[src/rtl/cla_seq_adder_pkg.sv]
// Shared types and constants for the sequential carry look-ahead adder.
// State encodings, the nibble width and the step-count helper live here.
package cla_seq_adder_pkg;

   localparam int NIB = 4;

   typedef enum logic [1:0] {
      S_IDLE = 2'd0,
      S_RUN  = 2'd1,
      S_DONE = 2'd2
   } state_e;

   function automatic int nib_steps(input int width);
      return width / NIB;
   endfunction

endpackage

[src/rtl/cla_seq_adder_cla4.sv]
// Purely combinational 4-bit carry look-ahead adder, shared by the sequencer.
module cla4
   import cla_seq_adder_pkg::*;
(
   input  logic [NIB-1:0] a,
   input  logic [NIB-1:0] b,
   input  logic           ci,
   output logic [NIB-1:0] s,
   output logic           co
);

   logic [NIB-1:0] g_s;
   logic [NIB-1:0] p_s;
   logic [NIB:0]   c_s;

   assign g_s = a & b;
   assign p_s = a ^ b;

   // Every carry is flattened from generate/propagate terms; no ripple path.
   assign c_s[0] = ci;
   assign c_s[1] = g_s[0] | (p_s[0] & ci);
   assign c_s[2] = g_s[1] | (p_s[1] & g_s[0]) | (p_s[1] & p_s[0] & ci);
   assign c_s[3] = g_s[2] | (p_s[2] & g_s[1]) | (p_s[2] & p_s[1] & g_s[0])
                 | (p_s[2] & p_s[1] & p_s[0] & ci);
   assign c_s[4] = g_s[3] | (p_s[3] & g_s[2]) | (p_s[3] & p_s[2] & g_s[1])
                 | (p_s[3] & p_s[2] & p_s[1] & g_s[0])
                 | (p_s[3] & p_s[2] & p_s[1] & p_s[0] & ci);

   assign s  = p_s ^ c_s[NIB-1:0];
   assign co = c_s[NIB];

endmodule

[src/rtl/cla_seq_adder.sv]
// WIDTH-bit adder that runs one nibble per clock through a single cla4.
// Optional subtraction (op/ovf ports) is enabled by defining SUBTRACT_EN.
module cla_seq_adder
   import cla_seq_adder_pkg::*;
#(
   parameter int WIDTH = 16
) (
   input  logic             clk,
   input  logic             rst,
   input  logic             start,
   input  logic [WIDTH-1:0] a,
   input  logic [WIDTH-1:0] b,
   input  logic             ci,
`ifdef SUBTRACT_EN
   input  logic             op,
   output logic             ovf,
`endif
   output logic [WIDTH-1:0] sum,
   output logic             co,
   output logic             busy,
   output logic             done
);

   localparam int              N        = nib_steps(WIDTH);
   localparam int              IDXW     = $clog2(N);
   localparam logic [IDXW-1:0] IDX_LAST = IDXW'(N - 1);

   state_e           state_q;
   logic [IDXW-1:0]  idx_q;
   logic             carry_q;
   logic [WIDTH-1:0] a_q;
   logic [WIDTH-1:0] b_q;
   logic [WIDTH-1:0] sum_q;
   logic             co_q;
   logic             busy_q;
   logic             done_q;
`ifdef SUBTRACT_EN
   logic             ovf_q;
`endif

   logic [NIB-1:0]   a_nib_s;
   logic [NIB-1:0]   b_nib_s;
   logic [NIB-1:0]   s_nib_s;
   logic             co_nib_s;
   logic [WIDTH-1:0] sum_d;
   logic             last_s;

   // Slice the current nibble out of the captured operands and merge the result back.
   always_comb begin
      a_nib_s = a_q[NIB*int'(idx_q) +: NIB];
      b_nib_s = b_q[NIB*int'(idx_q) +: NIB];
      sum_d   = sum_q;
      sum_d[NIB*int'(idx_q) +: NIB] = s_nib_s;
      last_s  = (idx_q == IDX_LAST);
   end

   cla4 u_cla4 (
      .a  (a_nib_s),
      .b  (b_nib_s),
      .ci (carry_q),
      .s  (s_nib_s),
      .co (co_nib_s)
   );

   // Control FSM, nibble counter and all result registers.
   always_ff @(posedge clk) begin
      if (rst) begin
         state_q <= S_IDLE;
         idx_q   <= '0;
         carry_q <= 1'b0;
         a_q     <= '0;
         b_q     <= '0;
         sum_q   <= '0;
         co_q    <= 1'b0;
         busy_q  <= 1'b0;
         done_q  <= 1'b0;
`ifdef SUBTRACT_EN
         ovf_q   <= 1'b0;
`endif
      end else begin
         case (state_q)
            S_IDLE, S_DONE: begin
               done_q <= 1'b0;
               if (start) begin
                  state_q <= S_RUN;
                  busy_q  <= 1'b1;
                  idx_q   <= '0;
                  a_q     <= a;
                  sum_q   <= '0;
                  co_q    <= 1'b0;
`ifdef SUBTRACT_EN
                  // Subtraction is a + ~b + 1; the caller's ci is deliberately ignored.
                  b_q     <= op ? ~b : b;
                  carry_q <= op ? 1'b1 : ci;
                  ovf_q   <= 1'b0;
`else
                  b_q     <= b;
                  carry_q <= ci;
`endif
               end else begin
                  state_q <= S_IDLE;
                  busy_q  <= 1'b0;
               end
            end
            S_RUN: begin
               sum_q   <= sum_d;
               carry_q <= co_nib_s;
               if (last_s) begin
                  state_q <= S_DONE;
                  idx_q   <= '0;
                  co_q    <= co_nib_s;
                  busy_q  <= 1'b0;
                  done_q  <= 1'b1;
`ifdef SUBTRACT_EN
                  ovf_q   <= (a_q[WIDTH-1] == b_q[WIDTH-1]) &&
                             (s_nib_s[NIB-1] != a_q[WIDTH-1]);
`endif
               end else begin
                  state_q <= S_RUN;
                  idx_q   <= idx_q + IDXW'(1);
                  busy_q  <= 1'b1;
                  done_q  <= 1'b0;
               end
            end
            default: begin
               state_q <= S_IDLE;
               idx_q   <= '0;
               busy_q  <= 1'b0;
               done_q  <= 1'b0;
            end
         endcase
      end
   end

   assign sum  = sum_q;
   assign co   = co_q;
   assign busy = busy_q;
   assign done = done_q;
`ifdef SUBTRACT_EN
   assign ovf  = ovf_q;
`endif

endmodule

[config.mk]
export PLATFORM = sky130hd
export DESIGN_NAME = cla_seq_adder
export DESIGN_NICKNAME = d
export VERILOG_FILES = /design/src/rtl/cla_seq_adder_pkg.sv /design/src/rtl/cla_seq_adder_cla4.sv /design/src/rtl/cla_seq_adder.sv
export SDC_FILE = /design/constraint.sdc
export NUM_CORES = 1
export LEC_CHECK = 0
export ABC_AREA = 1
export ABC_CLOCK_PERIOD_IN_PS = 2870
export CORE_ASPECT_RATIO = 0.5
export CORE_MARGIN = 5
export CORE_UTILIZATION = 52
export CTS_BUF_LIST = sky130_fd_sc_hd__clkbuf_4 sky130_fd_sc_hd__clkbuf_8
export DETAILED_ROUTE_END_ITERATION = 10
export PLACE_DENSITY = 0.88
export SETUP_SLACK_MARGIN = 0.02
export SYNTH_ARGS = -nofsm -noshare
export SYNTH_HDL_FRONTEND = slang
export SYNTH_SLANG_ARGS = --single-unit
[constraint.sdc]
create_clock -name clk -period 2.87 [get_ports clk]
set_input_delay 0.574 -clock clk [delete_from_list [all_inputs] [get_ports clk]]
set_output_delay 0.574 -clock clk [all_outputs]
set_load 0.05 [all_outputs]
==> impl_metrics.py <==
metrics = {
    "cells_and_area": {
        "areaGrowthSynthToFinish_pct": 26.0,
        "drive_gt1_frac": 0.0844,
        "fillers": 380,
        "layout_commonest_cell": "nor2_1",
        "diodes": 0,
        "fin_area_mm2": 0.00316,
        "final_cell_mix": "nor2_1, dfxtp_1, clkdlybuf4s50_1, o21ai_0, nand2_1",
        "layout.nets": 425,
    },
    "timing": {
        "fin_crit_ns": 2.47,
        "fin_ws_ns": 0.396,
        "setup-tns-final_ns": 0,
        "slew_headroom": 0.451,
        "report.final.slew_viol_count": 0,
        "fin_crit_sh": 0.862,
        "rsz0062_at_grt": "no",
        "fmax_mhz": 404,
        "tightest_slew_ns": 0.823,
        "hold_viol_final": 0,
        "finalSetupViolations": 0,
        "finalClockSkew_ns": 0.00763,
    },
    "synthesis": {
        "syn_nets": 378,
        "synthDistinctLibCells": 28,
        "synth_warnings": 0,
        "synthCells": 331,
        "postSynthAreaPerCell_um2": 7.58,
        "synth_area_mm2": 0.00251,
        "synth-seq-cells": 55,
        "seq_area_frac_synth": 0.439,
    },
    "floorplanning": {
        "io_pins": 55,
        "core_mm2": 0.00453,
        "dieArea_mm2": 0.00640,
        "start_util": 0.554,
        "rows": 17,
        "die_h_um": 59.1,
        "die_x_um": 108,
    },
    "setup_path": {
        "r2r_slack_ns": 0.40,
        "reg2regPathDepth": 10,
        "worstPathArrival_ns": 2.71,
        "endpoint_kind": "flip-flop",
        "cp_max_fo": 13,
        "reg2reg_from": "idx_q[1]",
        "setup.worst_path.class": "reg -> reg",
        "startpoint_type": "flip-flop",
        "rr_endpoint": "sum[6]",
        "critPathRequiredTime_ns": 3.11,
    },
    "clocking": {
        "cts_resized": 0,
        "cts_buffers": 5,
        "clk_pin_slew_ns": 0.09,
        "clk_latency_ns": 0.31,
        "cts_tree": "built",
        "post_cts_buffers": 0,
        "root_buffer": "clkbuf_8",
        "htreeDepth": 2,
        "cts.sinks": 55,
        "cts_hold_buf": 0,
        "cts_max_path_buffers": 2,
    },
    "detailed_routing": {
        "postRouteAntennaNets": 0,
        "drc_errors": 0,
        "routedWlPerCell_um": 13.1,
        "firstDrtPassIters": 4,
        "drtIter0Drc": 161,
        "vias_per_cell": 5.18,
        "drt_wl_total_mm": 5.84,
        "vias": 2305,
    },
    "power": {
        "power.switching_uw": 512,
        "peakVddDrop_mv": 0.236,
        "power_leakage_uw": 0.00125,
        "pwr_density_cell_mw_per_mm2": 529,
        "power_frac_seq": 0.501,
        "combPwrFrac": 0.242,
        "switching_share": 0.306,
        "clock_power_share": 0.257,
        "intPower_uw": 1160,
    },
    "global_routing": {
        "grt_max_degree": 36,
        "grt_overflow": 0,
        "grt_util_all_layers": 0.190,
        "antenna_found_initial": 0,
        "grt_pass1_wl_mm": 9.83,
        "grt_pass1_vias": 2345,
    },
    "placement": {
        "dp_slack_ns": 0.453,
        "dp_hpwl_mm": 4.32,
        "routabilityCongestion": 0.877,
        "io_buffers": 54,
        "dpl_cell_area_mm2": 0.00307,
    },
    "job": {
        "cap_violations": 0,
    },
    "worst_hold_path": {
        "min_path_type": "reg -> reg",
        "min_to": "sum[1]",
        "worstHoldStart": "sum[1]",
        "hold_path_depth": 2,
    },
    "status": {
        "status": "complete, no violations",
    },
}
[flip-flops by register name, summed over array words and instances (netlist names)]
register / cells
a_q: 16
b_q: 16
carry_q: 1
co: 1
done: 1
idx_q: 2
state_q: 2
sum: 16
[metrics by stage]
step	instances	hold slack (ns)	utilization	power (uW)
floorplan	331	0.449	-	1130
global placement	437	0.452	0.679	1240
detailed placement	437	0.458	0.679	1250
CTS	445	0.472	0.698	1670
global route	445	0.493	0.698	1760
finish	445	0.468	0.698	1670
[critical path: stages (launching register included)]
cell and delay [ns]:
dfxtp_1 0.46, inv_1 0.30, o21ai_0 0.15, o22ai_1 0.34, ha_1 0.33, nand3_1 0.09
nand3_1 0.09, xor2_1 0.18, nor2_1 0.20, nand3_1 0.12, a21oi_1 0.13
[Yosys cell counts]
master     n  share of area
clkbuf_1  11          0.016
nand2_1   32          0.048
o22ai_1    8          0.020
nand4_1    2         0.0050
nor2_1    90           0.13
nand2_2    2         0.0050
fa_1       1         0.0080
a21oi_1   18          0.036
nand3_1    7          0.014
o21ai_0   53           0.11
xor2_1     2         0.0070
a22oi_1    2         0.0060
o21a_1     1         0.0030
nand3_2    2         0.0080
nand2b_1   1         0.0025
inv_1     10          0.015
nor4_4     1         0.0085
nor2_4     2         0.0090
ha_1      10          0.050
nor2_2     4          0.010
o31ai_1    1         0.0030
nand2_4    2         0.0090
and3_4     1         0.0045
dfxtp_1   55           0.44
buf_2      5          0.010
buf_6      2         0.0090
inv_2      3         0.0045
a21oi_2    3          0.010
[cells by family (layout without fill, tap and decap cells)]
kind of cell               after synthesis  count (layout)  share of synthesized area
buffers and inverters                   31              79                     0.0548
DFF                                     55              55                      0.439
xor gates and xnor gates                 2               2                    0.00698
adders and majority gates               11              11                     0.0578
and+or+nand+nor                        146             146                      0.258
AOI/OAI and AO/OA                       86              86                      0.184
[cell type report]
| class | instances | area [um2] | share of cell area |
|---|---|---|---|
| Sequential cell | 55 | 1100 | 0.348 |
| Multi-Input combinational cell | 245 | 1270 | 0.402 |
| Clock buffer | 7 | 83.8 | 0.0265 |
| Clock inverter | 1 | 5.00 | 0.00158 |
| Tap cell | 66 | 82.6 | 0.0261 |
| Inverter | 13 | 48.8 | 0.0154 |
| Timing Repair Buffer | 58 | 571 | 0.180 |
[layer usage]
layer,share of wire,track usage,vias up
li1,-,-,1181
met3,0.048,0.0435,5
met2,0.49,0.358,59
met4,0.0080,0.0594,0
met1,0.45,0.216,1060
met5,0,0,-
[worst max-delay path by stage]
stage               startpoint  endpoint  cells past startpoint
floorplan             idx_q[0]   sum[14]                     11
global placement      idx_q[1]        co                     12
finish                idx_q[1]    sum[6]                     10
CTS                   idx_q[1]    sum[6]                     10
detailed placement    idx_q[1]        co                     12
global route          idx_q[1]   carry_q                     12
[power groups by stage]
stage	combinational [uW]	clock (uW)	sequential (uW)
3_3_place_gp	381	0	854
3_5_place_dp	398	0	856
4_1_cts	403	431	839
5_1_grt	448	471	845
6_report	404	430	839
2_1_floorplan	256	0	874
(Power assumes the default switching activity.)
